==> src/rtl/mc_pkg.sv <==
// Shared types and opcode constants for the multi-cycle instruction sequencer.
package mc_pkg;

  typedef enum logic [2:0] {
    ST_IF   = 3'd0,
    ST_ID   = 3'd1,
    ST_EXE  = 3'd2,
    ST_MEM  = 3'd3,
    ST_WB   = 3'd4,
    ST_HALT = 3'd5,
    ST_TRAP = 3'd6
  } state_e;

  typedef enum logic [2:0] {
    CL_ALU,
    CL_BRANCH,
    CL_LOAD,
    CL_STORE,
    CL_JUMP,
    CL_LINK,
    CL_HALT,
    CL_ILLEGAL
  } opclass_e;

  localparam logic [5:0] OP_ADD  = 6'b000000;
  localparam logic [5:0] OP_SUB  = 6'b000001;
  localparam logic [5:0] OP_ADDI = 6'b000010;
  localparam logic [5:0] OP_ORI  = 6'b010000;
  localparam logic [5:0] OP_AND  = 6'b010001;
  localparam logic [5:0] OP_OR   = 6'b010010;
  localparam logic [5:0] OP_SLL  = 6'b011000;
  localparam logic [5:0] OP_SLTI = 6'b011100;
  localparam logic [5:0] OP_SW   = 6'b100110;
  localparam logic [5:0] OP_LW   = 6'b100111;
  localparam logic [5:0] OP_BEQ  = 6'b110000;
  localparam logic [5:0] OP_BNE  = 6'b110001;
  localparam logic [5:0] OP_BLTZ = 6'b110010;
  localparam logic [5:0] OP_J    = 6'b111000;
  localparam logic [5:0] OP_JR   = 6'b111001;
  localparam logic [5:0] OP_JAL  = 6'b111010;
  localparam logic [5:0] OP_HALT = 6'b111111;

endpackage

==> src/rtl/mc_opclass.sv <==
// Combinational opcode classifier; anything not in the opcode table is ILLEGAL.
module mc_opclass
  import mc_pkg::*;
#(
  parameter int OPW = 6
) (
  input  logic [OPW-1:0] op,
  output opclass_e       op_class
);

  always_comb begin
    op_class = CL_ILLEGAL;
    case (op)
      OPW'(OP_ADD), OPW'(OP_SUB), OPW'(OP_ADDI), OPW'(OP_ORI),
      OPW'(OP_AND), OPW'(OP_OR), OPW'(OP_SLL), OPW'(OP_SLTI): op_class = CL_ALU;
      OPW'(OP_BEQ), OPW'(OP_BNE), OPW'(OP_BLTZ):               op_class = CL_BRANCH;
      OPW'(OP_LW):                                              op_class = CL_LOAD;
      OPW'(OP_SW):                                              op_class = CL_STORE;
      OPW'(OP_J), OPW'(OP_JR):                                  op_class = CL_JUMP;
      OPW'(OP_JAL):                                             op_class = CL_LINK;
      OPW'(OP_HALT):                                            op_class = CL_HALT;
      default:                                                  op_class = CL_ILLEGAL;
    endcase
  end

endmodule

==> src/rtl/mc_sequencer.sv <==
// Multi-cycle instruction sequencer: walks IF/ID/EXE/MEM/WB per instruction class
// and issues IR/PC/register/data-memory strobes plus memory requests.
//
// state | meaning
// IF    | fetch; imem_req held until the phase completes, IRWre on completion
// ID    | decode op into a class and latch it; jumps finish here
// EXE   | execute; branches finish here
// MEM   | data access; dmem_req held until completion; stores finish here
// WB    | register write-back, PC update
// HALT  | halt opcode seen; absorbing until Reset
// TRAP  | illegal opcode seen; absorbing until Reset
module mc_sequencer
  import mc_pkg::*;
#(
  parameter int OPW       = 6,
  parameter int CNT_W     = 32,
  parameter int WAIT_MODE = 1
) (
  input  logic             CLK,
  input  logic             Reset,
  input  logic [OPW-1:0]   op,
  input  logic             imem_ack,
  input  logic             dmem_ack,
  input  logic             stall,
  output logic             imem_req,
  output logic             dmem_req,
  output logic             IRWre,
  output logic             PCWre,
  output logic             RegWre,
  output logic             DataMemRW,
  output logic [2:0]       phase,
  output logic             halted,
  output logic             trap,
  output logic [CNT_W-1:0] retired
);

  state_e           state_q, state_d;
  opclass_e         cls_q, cls_d;
  opclass_e         cls_dec;
  logic [CNT_W-1:0] retired_q, retired_d;
  logic             halted_q, halted_d;
  logic             trap_q, trap_d;
  logic             imem_done, dmem_done;

  mc_opclass #(.OPW(OPW)) u_opclass (
    .op       (op),
    .op_class (cls_dec)
  );

  // Zero-wait memories complete every cycle regardless of the ack lines.
  assign imem_done = (WAIT_MODE == 0) || imem_ack;
  assign dmem_done = (WAIT_MODE == 0) || dmem_ack;

  always_ff @(posedge CLK or posedge Reset) begin
    if (Reset) begin
      state_q   <= ST_IF;
      cls_q     <= CL_ALU;
      retired_q <= '0;
      halted_q  <= 1'b0;
      trap_q    <= 1'b0;
    end else begin
      state_q   <= state_d;
      cls_q     <= cls_d;
      retired_q <= retired_d;
      halted_q  <= halted_d;
      trap_q    <= trap_d;
    end
  end

  always_comb begin
    state_d = state_q;
    cls_d   = cls_q;
    if (!stall) begin
      case (state_q)
        ST_IF: if (imem_done) state_d = ST_ID;
        ST_ID: begin
          cls_d = cls_dec;
          case (cls_dec)
            CL_ALU, CL_BRANCH, CL_LOAD, CL_STORE: state_d = ST_EXE;
            CL_JUMP, CL_LINK:                     state_d = ST_IF;
            CL_HALT:                              state_d = ST_HALT;
            default:                              state_d = ST_TRAP;
          endcase
        end
        ST_EXE: begin
          case (cls_q)
            CL_BRANCH:          state_d = ST_IF;
            CL_LOAD, CL_STORE:  state_d = ST_MEM;
            default:            state_d = ST_WB;
          endcase
        end
        ST_MEM: if (dmem_done) state_d = (cls_q == CL_STORE) ? ST_IF : ST_WB;
        ST_WB:  state_d = ST_IF;
        default: state_d = state_q;
      endcase
    end
    halted_d  = (state_d == ST_HALT);
    trap_d    = (state_d == ST_TRAP);
    retired_d = retired_q + CNT_W'(PCWre);
  end

  always_comb begin
    imem_req  = 1'b0;
    dmem_req  = 1'b0;
    IRWre     = 1'b0;
    PCWre     = 1'b0;
    RegWre    = 1'b0;
    DataMemRW = 1'b0;
    if (!Reset) begin
      case (state_q)
        ST_IF: begin
          imem_req = 1'b1;
          IRWre    = !stall && imem_done;
        end
        ST_ID: begin
          PCWre  = !stall && (cls_dec == CL_JUMP || cls_dec == CL_LINK);
          RegWre = !stall && (cls_dec == CL_LINK);
        end
        ST_EXE: PCWre = !stall && (cls_q == CL_BRANCH);
        ST_MEM: begin
          dmem_req  = 1'b1;
          DataMemRW = !stall && (cls_q == CL_STORE);
          PCWre     = !stall && dmem_done && (cls_q == CL_STORE);
        end
        ST_WB: begin
          RegWre = !stall;
          PCWre  = !stall;
        end
        default: ;
      endcase
    end
  end

  assign phase   = state_q;
  assign halted  = halted_q;
  assign trap    = trap_q;
  assign retired = retired_q;

endmodule

==> config.mk <==
export PLATFORM = sky130hd
export DESIGN_NAME = mc_sequencer
export DESIGN_NICKNAME = d
export VERILOG_FILES = /design/src/rtl/mc_pkg.sv /design/src/rtl/mc_opclass.sv /design/src/rtl/mc_sequencer.sv
export SDC_FILE = /design/constraint.sdc
export NUM_CORES = 1
export LEC_CHECK = 0
export ABC_AREA = 1
export BUFFER_PORTS_ARGS = -buffer_cell sky130_fd_sc_hd__buf_2
export CORE_AREA = 3 3 75 77
export DETAILED_ROUTE_END_ITERATION = 16
export DIE_AREA = 0 0 78 80
export HOLD_SLACK_MARGIN = 0.05
export PLACE_DENSITY = 0.75
export SLEW_MARGIN = 40
export SYNTH_ARGS = -nofsm -noshare
export SYNTH_HDL_FRONTEND = slang
export SYNTH_SLANG_ARGS = --single-unit
export TNS_END_PERCENT = 30
==> constraint.sdc <==
create_clock -name CLK -period 5.42 [get_ports CLK]
set_input_delay 0 -clock CLK [delete_from_list [all_inputs] [get_ports CLK]]
set_output_delay 0 -clock CLK [all_outputs]
set_load 0.02 [all_outputs]
Word-level counts from Yosys, hierarchy flattened
Memories as Yosys holds them, arrays and structs flattened.
Cells that the tools add are included.
Widths: inputs -> output; s select.
Word-level totals
  memory bits (read-only): 192
  input port bits: 11
  register bits after elaboration: 40
  memories kept: 1
  word-level logic and storage cells: 57
  output and inout bits: 43
Memories
  (no name shown): depth 64, width 3, rd ports 1, clocked after Yosys merged registers in 0, write ports 0, line mc_opclass.sv:13  | case (op)
Operators by class
  mux-type cells: 19
  reductions and logical operators: 15
  $add $sub $neg: 1
  bitwise operators: 1
  equal/unequal tests: 15
Operators by type and width (number)
  $add 32x1->32: 1
  $eq 3x2->1 const B: 6
  $eq 3x3->1 const B: 6
  $pmux 3 s5: 1
  $mux 3: 4
  $mux 1: 10
  $eq 3x1->1 const B: 3
  $pmux 3 s3: 1
  $logic_and 1x1->1: 7
  $logic_not 3->1: 2
  $pmux 3 s2: 1
  $pmux 1 s4: 1
  $reduce_or 2->1: 2
  $reduce_or 4->1: 1
  $pmux 1 s2: 1
  $reduce_and 2->1: 1
  $logic_not 1->1: 1
  $logic_or 1x1->1: 1
  $not 1->1: 1

Logic depth before layout (Yosys ltp)
Gate-level depths: netlist of the first run.
An unclocked memory read counts as a cell.
  depth in word-level cells: 7
  depth in mapped cells: 16
  depth with buffers taken out: 16

By module
Synthesis of the first run repeated with hierarchy kept, for this count alone.
Unflattened totals
  cell total of the unflattened synthesis: 316
  area total of the unflattened synthesis: 2489.9 µm²
Modules (own cells, without submodules)
  mc_sequencer: seq. area each 1001.0 µm², instances 1, cells each 291, area an instance 2373.5 µm²
  mc_opclass: seq. area each 0.0 µm², instances 1, cells each 25, area an instance 116.4 µm²

Worst setup path after synthesis of the first run
No wires, ideal clock.
  path kind: reg2reg
  start: register state_q[2] (netlist: phase[2])
  end: register retired_q[26] (netlist: retired[26])
  data arrival time: 3.075 ns
  stages on the path, launching flop included: 17
  slack: 2.223 ns
  setup time: 0.122 ns
  period minus slack after synthesis: 3.197 ns
  buffers on the path: 1
  required time: 5.298 ns
  cell sequence: dfrtp_1 -> buf_2 -> nor3_2 -> inv_1 -> o21bai_1 -> nand3_1 -> a31oi_1 -> ha_1 -> ha_1 -> nand2_2 -> nor2_4 -> nand2_4 -> nor3_4 -> nand2_4 -> nor3_4 -> nand2_1 -> xor2_1
Between the ends
  longest elaborated chain between the ends: 4
  elaborated cells on any way between the ends: 7
  classes of those cells: 1 x add/sub; 4 x eq/ne; 2 x mux
Ends and longest elaborated chain
  from (decl): line mc_sequencer.sv:37  | state_e state_q, state_d;
  from (signal assigned): line mc_sequencer.sv:62  | state_q <= state_d;
  $eq 3x3->1, or another cell as far along: line mc_sequencer.sv:110  | case (state_q)
  $pmux 1 s4 *: line mc_sequencer.sv:110
  $mux 1 *: line mc_sequencer.sv:109  | if (!Reset) begin
  named net PCWre: line mc_sequencer.sv:28  | output logic PCWre,
  $add 32x1->32 *: line mc_sequencer.sv:99  | retired_d = retired_q + CNT_W'(PCWre);
  named net retired_d[26]: line mc_sequencer.sv:40  | logic [CNT_W-1:0] retired_q, retired_d;
  to (signal assigned): line mc_sequencer.sv:64  | retired_q <= retired_d;
  to (decl): line mc_sequencer.sv:40
Mark *: on every way through the listed nets, which the timed path passes. The rest lies on a longest branch.
A chain may end at the register's enable or synchronous reset.

Worst setup path after layout of the first run
  start: register state_q[2] (netlist: phase[2])
  end: register retired_q[26] (netlist: retired[26])
Between the ends
  longest elaborated chain between the ends: 4
  elaborated cells on any way between the ends: 7
  classes of those cells: 1 x add/sub; 4 x eq/ne; 2 x mux
Ends and longest elaborated chain (line)
  $eq 3x3->1, or another cell as far along: mc_sequencer.sv:110
  $pmux 1 s4 *: mc_sequencer.sv:110
  $mux 1 *: mc_sequencer.sv:109
  $add 32x1->32 *: mc_sequencer.sv:99
  named net retired_d[26]: mc_sequencer.sv:40
Marked as above.

==> impl_metrics.csv, run 1 <==
group,metric,value,unit
status,status,"completed",
floorplanning,start_util,0.450,
synthesis,synth-seq-area-share,0.438,
worst_setup_path,crit_chain,"nor3_1, o21bai_1, nand3_1, a31oi_1, ha_1, ha_1, nand2_2, nor2_4, nand2_4, nor3_4, nand2_4, nor3_4, nand2_1, xor2_1",
sta,rsz0062_at_grt,"no",
synthesis,synth-edff-count,0,
global_route,grt_max_degree,36,
synthesis,synth_cell_types,29,
global_route,grt_pass1_vias,1941,
synthesis,syn_area,0.00229,mm^2
global_route,grt_pass1_wl,8.48,mm
clock_tree,cts.sinks,40,
worst_setup_path,max_stage_delay,0.49,ns
synthesis,synth_warnings,0,
worst_setup_path,critPathRequiredTime,5.59,ns
sta,finalSetupViolations,0,
synthesis,ys.flop_type,"dfrtp_1",
sta,max_freq,325,MHz
detailed_routing,drc,0,
worst_setup_path,crit_type,"reg2reg",
detailed_routing,routedWlPerCell,11.9,um
worst_hold_path,hp-class,"in2reg",
layout,n_fill_cell,496,
sta,skew,0.00873,ns
clock_tree,cts_setup_buffers,0,
synthesis,avgSynthCellArea,8.40,um^2
detailed_routing,vias_per_cell,4.93,
worst_setup_path,crit_fanout,9,
clock_tree,cts_root_buf,"clkbuf_8",
run,max_cap_viol_count,0,
placed_design,dp_hpwl,3.87,mm
sta,hold_viol,0,
clock_tree,clk_path_buf_depth,2,
clock_tree,cts_tree,"built",
worst_setup_path,cp-end-kind,"flip-flop",
synthesis,synth.net_count,285,
synthesis,synth_area_leaders,"dfrtp_1 (44%), nand2_1 (8.9%), xor2_1 (7.3%)",
floorplanning,ios,54,
synthesis,synth_top_area_cell,"dfrtp_1",
clock_tree,ctsResizeCount,0,
synthesis,synth_top_cell_area_share,0.438,
detailed_routing,drt_iter0_drc,88,
sta,tns,0,ns
power,power_density,321,mW/mm^2
layout,fin_util,0.542,
layout,fin_nets,347,
synthesis,synth_common_cells,"nand2_1 (54), dfrtp_1 (40), nor2_1 (31), inv_1 (29), xor2_1 (19)",
clock_tree,insertion_delay,0.29,ns
synthesis,synth_most_common_cell,"nand2_1",
layout,post_route_cells_drive_above_1_share,0.254,
floorplanning,core-area,0.00507,mm^2
worst_setup_path,slowest_stage,"dfrtp_1",
power,peakVddDrop,0.150,mV
worst_setup_path,critPathBufInv,0,
sta,drv_slew,0,
layout,area_delta_synth_final,20.4,%
sta,maxSlewHeadroom,0.724,
synthesis,synth-async-reset-ratio,1.00,
floorplanning,die_w,78,um
clock_tree,ctsHoldBuffers,2,
detailed_routing,wl,4.83,mm
clock_tree,cts_buffers,5,
detailed_routing,vias,1996,
worst_setup_path,worstPathArrival,3.25,ns
detailed_routing,first_pass_iters,5,
clock_tree,h-tree-depth,2,
global_route,grt-ovfl-total,0,
sta,min_period_over_period,0.567,
sta,tightestPinTransition,0.410,ns
floorplanning,num_rows,26,
worst_setup_path,worstSetupStartpointType,"flip-flop",
placed_design,io_buffers,53,
floorplanning,die_area,0.00624,mm^2
synthesis,syn_inst,272,
power,p_leak,0.00146,uW
sta,post-route-min-period,3.07,ns
global_route,grt_usage,0.169,
worst_setup_path,cp_top_family,"simple AND/OR/NAND/NOR gates",
layout,diodes,0,
clock_tree,path_clk_slew,0.08,ns
detailed_routing,ant_nets,0,
placed_design,place.gp.congestion,0.883,
global_route,antenna_found_initial,0,
floorplanning,die_y,80,um
synthesis,synth-seq-cells,40,
-- stage by stage --
step	hold WS (ns)	cells	worst slack (ns)	area [um^2]	total power, uW
floorplan	0.0769	272	2.22	2290	602
global placement	-0.00988	395	2.55	2640	686
detailed placement	-0.00478	395	2.41	2640	689
CTS	0.0648	405	2.36	2750	890
global route	0.0948	405	2.05	2750	946
finish	0.0758	405	2.35	2750	882
-- placed cells by master, fill, tap and decap left out, types with 4 or more instances in the layout --
cell type  count
nand3_1       17
dfrtp_1       40
xnor2_1       11
nand2_1       54
nand4_1       14
nor2_1        31
clkbuf_8       6
buf_2         53
a21oi_1        5
inv_1         29
nor3_1        12
xor2_1        19
o21ai_0        4
-- sequential cells by signal (all words and copies together), names as in the netlist --
register / flops
trap: 1
cls_q: 3
phase: 3
retired: 32
halted: 1
-- where the power goes --
part	switching, uW	internal [uW]	total (uW)	leakage, uW
logic	183	92.7	276	0.000897
clock network	94.4	104	198	0.0000455
registers	62.5	345	408	0.000517
total	340	541	882	0.00146
-- area by class of cell --
| class | count | area (um^2) | area share |
|---|---|---|---|
| Sequential cell | 40 | 1000 | 0.364 |
| Multi-Input combinational cell | 198 | 1150 | 0.417 |
| Tap cell | 70 | 87.6 | 0.0318 |
| Timing Repair Buffer | 56 | 293 | 0.106 |
| Inverter | 33 | 131 | 0.0477 |
| Clock buffer | 8 | 90.1 | 0.0327 |
-- cell families (layout without fill, tap and decap cells) --
logic type / count (synthesis) / in the layout / share of synthesized area
flops: 40 / 40 / 0.438
xor+xnor: 30 / 30 / 0.115
fa+ha+maj: 2 / 2 / 0.0109
compound gates: 14 / 14 / 0.0356
simple gates: 152 / 152 / 0.341
buf+inv: 34 / 97 / 0.0597
-- path summary, 6_finish.rpt --
check	start	to	slack, ns	cells after the start
max	phase[2]	retired[26]	2.35	14
min	stall	cls_q[1]	0.08	4
max reg2reg	phase[2]	retired[26]	2.35	14
min reg2reg	retired[31]	retired[31]	0.46	1
max in group asynchronous	Reset	retired[11]	4.51	4
min in group asynchronous	Reset	phase[2]	0.23	3
-- worst register-to-register path, cell delays in order, from the launching register on --
cell	delay, ns
dfrtp_1	0.49
nor3_1	0.42
o21bai_1	0.17
nand3_1	0.08
a31oi_1	0.20
ha_1	0.28
ha_1	0.23
nand2_2	0.08
nor2_4	0.13
nand2_4	0.08
nor3_4	0.25
nand2_4	0.11
nor3_4	0.18
nand2_1	0.09
xor2_1	0.15
-- routing by layer --
layer,routed length [um],share of wire,global-route usage,vias up
met1,2210,0.46,0.212,915
met4,94,0.019,0.0594,0
met2,2280,0.47,0.286,66
li1,-,-,-,1005
met5,0,0,0,-
met3,253,0.052,0.0361,10
Note: power is estimated with default switching activity, not from simulation.
==> run 2, diff against run 1 <==
--- a/config.mk
+++ b/config.mk
@@ -5,13 +5,13 @@
 export SDC_FILE = /design/constraint.sdc
 export NUM_CORES = 1
 export LEC_CHECK = 0
-export ABC_AREA = 1
+export ABC_AREA = 0
 export BUFFER_PORTS_ARGS = -buffer_cell sky130_fd_sc_hd__buf_2
-export CORE_AREA = 3 3 75 77
+export CORE_AREA = 3 3 71 73
 export DETAILED_ROUTE_END_ITERATION = 16
-export DIE_AREA = 0 0 78 80
+export DIE_AREA = 0 0 74 76
 export HOLD_SLACK_MARGIN = 0.05
-export PLACE_DENSITY = 0.75
+export PLACE_DENSITY = 0.77
 export SLEW_MARGIN = 40
 export SYNTH_ARGS = -nofsm -noshare
 export SYNTH_HDL_FRONTEND = slang
==> constraint.sdc (replaced) <==
create_clock -name CLK -period 2.9 [get_ports CLK]
set_input_delay 0 -clock CLK [delete_from_list [all_inputs] [get_ports CLK]]
set_output_delay 0 -clock CLK [all_outputs]
set_load 0.02 [all_outputs]
==> run 2 against run 1 <==
  * Combinational power up 84%
  * Critical endpoint is now retired[18]
  * Worst setup slack worse by 2.1 ns
  * Highest routed layer unchanged
  * Power up 92%
  * Critical path depth down 2
  * Global-route usage up 0.65 points
==> impl_metrics.csv, run 2 <==
group,metric,value,unit
detailed_routing,wl,4.59,mm
sta,rsz0062_at_grt,"no",
placed_design,place.gp.congestion,0.828,
detailed_routing,vias_per_cell,5.38,
layout,fin_nets,275,
placed_design,dp_hpwl,3.40,mm
clock_tree,cts_buffers,5,
worst_setup_path,slowest_stage,"dfrtp_1",
synthesis,syn_area,0.00205,mm^2
floorplanning,start_util,0.464,
global_route,grt-ovfl-total,0,
worst_setup_path,crit_chain,"or2_2, nand2_1, a32oi_1, o22ai_1, and3_1, ha_1, ha_1, nand3_1, nor3_4, nand2_1, nor2_1, xor2_1",
clock_tree,insertion_delay,0.29,ns
worst_setup_path,worstSetupStartpointType,"flip-flop",
detailed_routing,vias,1696,
synthesis,synth-async-reset-ratio,1.00,
floorplanning,num_rows,24,
layout,diodes,0,
worst_setup_path,critPathRequiredTime,3.11,ns
synthesis,synth_most_common_cell,"dfrtp_1",
floorplanning,die_y,76,um
floorplanning,die_w,74,um
clock_tree,path_clk_slew,0.08,ns
detailed_routing,ant_nets,0,
layout,final_cell_mix,"buf_2 (53), dfrtp_1 (40), nand2_1 (18)",
synthesis,avgSynthCellArea,10.1,um^2
worst_setup_path,crit_fanout,6,
placed_design,placed_area,0.00237,mm^2
sta,maxSlewHeadroom,0.659,
sta,skew,0.00862,ns
floorplanning,die_area,0.00562,mm^2
placed_design,pre_cts_ws,0.230,ns
layout,largest_reg_flops,32,
sta,drv_slew,0,
layout,post_route_cells_drive_above_1_share,0.278,
detailed_routing,routedWlPerCell,14.6,um
clock_tree,cts.sinks,40,
clock_tree,h-tree-depth,2,
run,max_cap_viol_count,0,
clock_tree,clk_path_buf_depth,2,
global_route,grt_pass1_vias,1600,
placed_design,io_buffers,53,
status,status,"completed",
worst_setup_path,r2r_cells,12,
worst_setup_path,r2r_start,"cls_q[1]",
synthesis,synth.net_count,216,
sta,hold_viol,0,
power,pwr-share-clk,0.266,
worst_hold_path,hp-start,"stall",
synthesis,synth_cell_types,47,
global_route,grt_usage,0.175,
worst_setup_path,startpoint,"cls_q[1]",
power,p_leak,0.00132,uW
power,intPower,1090,uW
layout,area_delta_synth_final,21.9,%
clock_tree,cts_root_buf,"clkbuf_8",
power,power_density,677,mW/mm^2
detailed_routing,drc,0,
synthesis,synth_area_leaders,"dfrtp_1 (49%), xnor2_1 (6.4%), xor2_1 (6.4%)",
sta,tightestPinTransition,0.512,ns
floorplanning,ios,54,
synthesis,synth_common_cells,"dfrtp_1 (40), nand2_1 (18), nand3_1 (15), xnor2_1 (15), xor2_1 (15)",
layout,layout_commonest_cell,"buf_2",
synthesis,synth-seq-area-share,0.488,
sta,tns,0,ns
synthesis,synth-seq-cells,40,
sta,fin_ws,0.258,ns
global_route,grt_pass1_wl,7.76,mm
power,peakVddDrop,0.390,mV
worst_setup_path,worstPathArrival,2.85,ns
worst_hold_path,hp-class,"in2reg",
clock_tree,cts_setup_buffers,0,
clock_tree,cts_tree,"built",
sta,max_freq,378,MHz
floorplanning,core-area,0.00441,mm^2
synthesis,synth_warnings,0,
layout,fin_area,0.00250,mm^2
synthesis,synth-edff-count,0,
worst_setup_path,cp-end-kind,"flip-flop",
synthesis,syn_inst,203,
power,pwr-share-seq,0.434,
detailed_routing,drt_iter0_drc,78,
power,p_sw,600,uW
sta,finalSetupViolations,0,
power,swShare,0.355,
power,comb_power_share,0.300,
worst_setup_path,crit_type,"reg2reg",
synthesis,synth_top_cell_area_share,0.488,
sta,post-route-min-period,2.64,ns
synthesis,synth_top_area_cell,"dfrtp_1",
detailed_routing,first_pass_iters,5,
synthesis,ys.flop_type,"dfrtp_1",
global_route,grt_max_degree,43,
sta,min_period_over_period,0.911,
worst_setup_path,max_stage_delay,0.43,ns
global_route,antenna_found_initial,0,
worst_hold_path,whs_path_depth,4,
-- run 2: routing by layer --
metal  share of wire  vias to the layer above  global-route usage
li1                -                      836                   -
met1            0.47                      821               0.238
met2            0.48                       34               0.273
met3           0.041                        5              0.0462
met4          0.0098                        0              0.0489
met5               0                        -                   0
-- run 2: logic make-up after synthesis --
logic type | Yosys count | share of synthesized area
AND/OR/NAND/NOR | 93 | 0.253
XOR/XNOR | 30 | 0.128
buffers and inverters | 12 | 0.0269
AO/OA/AOI/OAI | 23 | 0.0757
adder cells (fa/ha/maj) | 2 | 0.0122
flip-flops | 40 | 0.488
multiplexers | 3 | 0.0153
-- run 2: timing repair --
item | in CTS | in global routing
endpoints found under the setup margin | 0 | 2
resized for setup | 0 | 1
hold buffers | 1 | 0
endpoints found under the hold margin | 40 | 0
-- run 2: path summary, 6_finish.rpt --
kind	endpoint	slack, ns
worst max-delay path	retired[18]	0.26
worst min-delay path	phase[2]	0.1
worst max register to register	retired[18]	0.26
worst min register to register	retired[31]	0.48
max in group asynchronous	retired[15]	2.09
min in group asynchronous	retired[7]	0.46
-- run 2: critical path, delay by kind of cell, from the launching register on --
family | cells | cell delay [ns]
AO/OA/AOI/OAI | 2 | 0.26
XOR/XNOR | 1 | 0.17
adder cells (fa/ha/maj) | 2 | 0.39
flip-flops | 1 | 0.43
AND/OR/NAND/NOR | 7 | 1.32
-- run 2: cell type report --
cell class              instances  area [um^2]
fillers                       410         1920
flip-flops and latches         40         1000
multi-input cells             151         1000
repair buffers                 57          298
clock buffers                   6         72.6
well taps                      52         65.1
clock inverters                 2         35.0
inverters                       7         26.3
-- run 2: metrics by stage --
step,hold slack (ns),cells,total power [uW],util
finish,0.0955,315,1690,0.566
global route,0.105,315,1790,0.566
CTS,0.0852,315,1690,0.564
detailed placement,0.215,306,1240,0.538
global placement,0.212,306,1230,0.538
floorplan,0.0794,203,1080,-
-- run 2: power by group through the flow --
| stage | clock network [uW] | registers, uW | logic (uW) |
|---|---|---|---|
| after CTS | 454 | 731 | 507 |
| after detailed placement | 0 | 739 | 505 |
| after global placement | 0 | 737 | 497 |
| after global routing | 482 | 743 | 568 |
| final | 450 | 734 | 508 |
| after floorplan | 0 | 791 | 289 |
==> run 3, diff against run 2 <==
--- a/config.mk
+++ b/config.mk
@@ -12,6 +12,7 @@
 export DIE_AREA = 0 0 74 76
 export HOLD_SLACK_MARGIN = 0.05
 export PLACE_DENSITY = 0.77
+export REMOVE_ABC_BUFFERS = 1
 export SLEW_MARGIN = 40
 export SYNTH_ARGS = -nofsm -noshare
 export SYNTH_HDL_FRONTEND = slang
==> run 3 against run 2 <==
  * Sequential power up 1%
  * Final cell count up 0.32%
  * Clock skew down 0.0043 ns
  * Sequential share of layout area up 0.070 points
  * Power down 4.6%
  * Count of clock-buffer cells in the layout up 2
  * Die area unchanged
  * Hold slack worse by 0.011 ns
  * Register-to-register slack worse by 0.04 ns
==> impl_metrics.csv, run 3 (same netlist as run 2, synthesis figures left out) <==
group,metric,value,unit
power,p_total,1610,uW
layout,fin_util,0.565,
clock_tree,clk_path_buf_depth,2,
detailed_routing,vias,1691,
layout,diodes,0,
clock_tree,path_clk_slew,0.07,ns
placed_design,place.gp.congestion,0.851,
floorplanning,start_util,0.464,
detailed_routing,vias_per_cell,5.35,
floorplanning,ios,54,
layout,fin_cells,316,
power,power_density,646,mW/mm^2
worst_setup_path,worstSetupStartpointType,"flip-flop",
sta,maxSlewHeadroom,0.667,
sta,finalSetupViolations,0,
layout,post_route_cells_drive_above_1_share,0.288,
floorplanning,core-area,0.00441,mm^2
sta,max_freq,374,MHz
global_route,grt_pass1_vias,1644,
placed_design,dp_cells,306,
sta,min_period_over_period,0.923,
sta,skew,0.00432,ns
floorplanning,die_w,74,um
placed_design,io_buffers,53,
detailed_routing,drc,0,
power,peakVddDrop,0.238,mV
floorplanning,num_rows,24,
worst_setup_path,crit_fanout,11,
layout,fin_nets,276,
global_route,grt_pass1_wl,7.73,mm
run,max_cap_viol_count,0,
sta,tightestPinTransition,0.500,ns
floorplanning,die_area,0.00562,mm^2
worst_setup_path,crit_type,"reg2reg",
worst_hold_path,hp-class,"in2reg",
layout,area_delta_synth_final,21.8,%
worst_setup_path,cp-end-kind,"flip-flop",
global_route,grt-ovfl-total,0,
worst_setup_path,worstPathArrival,2.89,ns
layout,layout_commonest_cell,"buf_2",
sta,whs,0.0846,ns
global_route,grt_max_degree,43,
clock_tree,cts.sinks,40,
detailed_routing,ant_nets,0,
sta,hold_viol,0,
layout,multi_input_area,0.00101,mm^2
clock_tree,cts_tree,"built",
clock_tree,h-tree-depth,2,
layout,largest_reg_flops,32,
power,p_leak,0.00132,uW
clock_tree,insertion_delay,0.29,ns
clock_tree,cts_buffers,5,
worst_setup_path,critPathRequiredTime,3.11,ns
clock_tree,cts_root_buf,"clkbuf_8",
detailed_routing,wl,4.50,mm
sta,post-route-min-period,2.68,ns
detailed_routing,first_pass_iters,4,
detailed_routing,routedWlPerCell,14.2,um
sta,drv_slew,0,
layout,final_cell_mix,"buf_2 (53), dfrtp_1 (39), nand2_1 (18), xor2_1 (15), xnor2_1 (15)",
floorplanning,die_y,76,um
layout,register_area,0.00100,mm^2
detailed_routing,drt_iter0_drc,90,
status,status,"completed",
layout,n_fill_cell,403,
placed_design,dp_hpwl,3.37,mm
global_route,antenna_found_initial,0,
global_route,grt_usage,0.171,
[run 3: routing by layer]
metal	GRT usage	vias to the layer above	wire length, um
met4	0.0380	0	59
met3	0.0501	8	243
met2	0.270	43	2160
met1	0.232	804	2040
li1	-	836	-
met5	0	-	0
[run 3: per-stage QoR]
step                      instance area (um^2)  worst slack (ns)   TNS, ns
final                                     2500             0.223         0
after global routing                      2500          -0.00466  -0.00466
after CTS                                 2470             0.164         0
after detailed placement                  2370             0.173         0
after global placement                    2370             0.320         0
after floorplan                           2020             0.152         0
[run 3: final cells by class]
| type | count | area share |
|---|---|---|
| repair buffers | 58 | 0.122 |
| well taps | 52 | 0.0261 |
| clock buffers | 8 | 0.0361 |
| multi-input cells | 151 | 0.404 |
| flip-flops and latches | 40 | 0.402 |
| inverters | 7 | 0.0105 |
[run 3: timing repair]
action	CTS	global route
endpoints found under the hold margin	40	0
buffers inserted	0	1
setup endpoints to repair	0	8
resized for setup	0	4
hold buffers	1	0
[run 3: path summary, 6_finish.rpt]
check	startpoint	endpoint	slack (ns)	cells past startpoint
hold / removal	stall	phase[2]	0.08	4
max in group asynchronous	Reset	phase[0]	2.08	4
setup reg to reg	phase[0]	retired[20]	0.22	12
setup / recovery	phase[0]	retired[20]	0.22	12
min in group asynchronous	Reset	retired[0]	0.45	4
hold reg to reg	retired[26]	retired[26]	0.50	1
[run 3: report_power, final]
group	switching, uW	internal, uW	total (uW)
combinational	302	195	497
clock	180	194	374
sequential	100	642	742
[run 3: critical path, cell delays in order, from the launching register on]
cell,delay (ns)
dfrtp_2,0.47
or2_2,0.31
nand2_1,0.07
a32oi_1,0.10
o22ai_1,0.15
and3_1,0.19
ha_1,0.19
ha_1,0.21
nand3_2,0.18
nor3_4,0.30
nand2_1,0.11
nor2_1,0.15
xor2_1,0.16
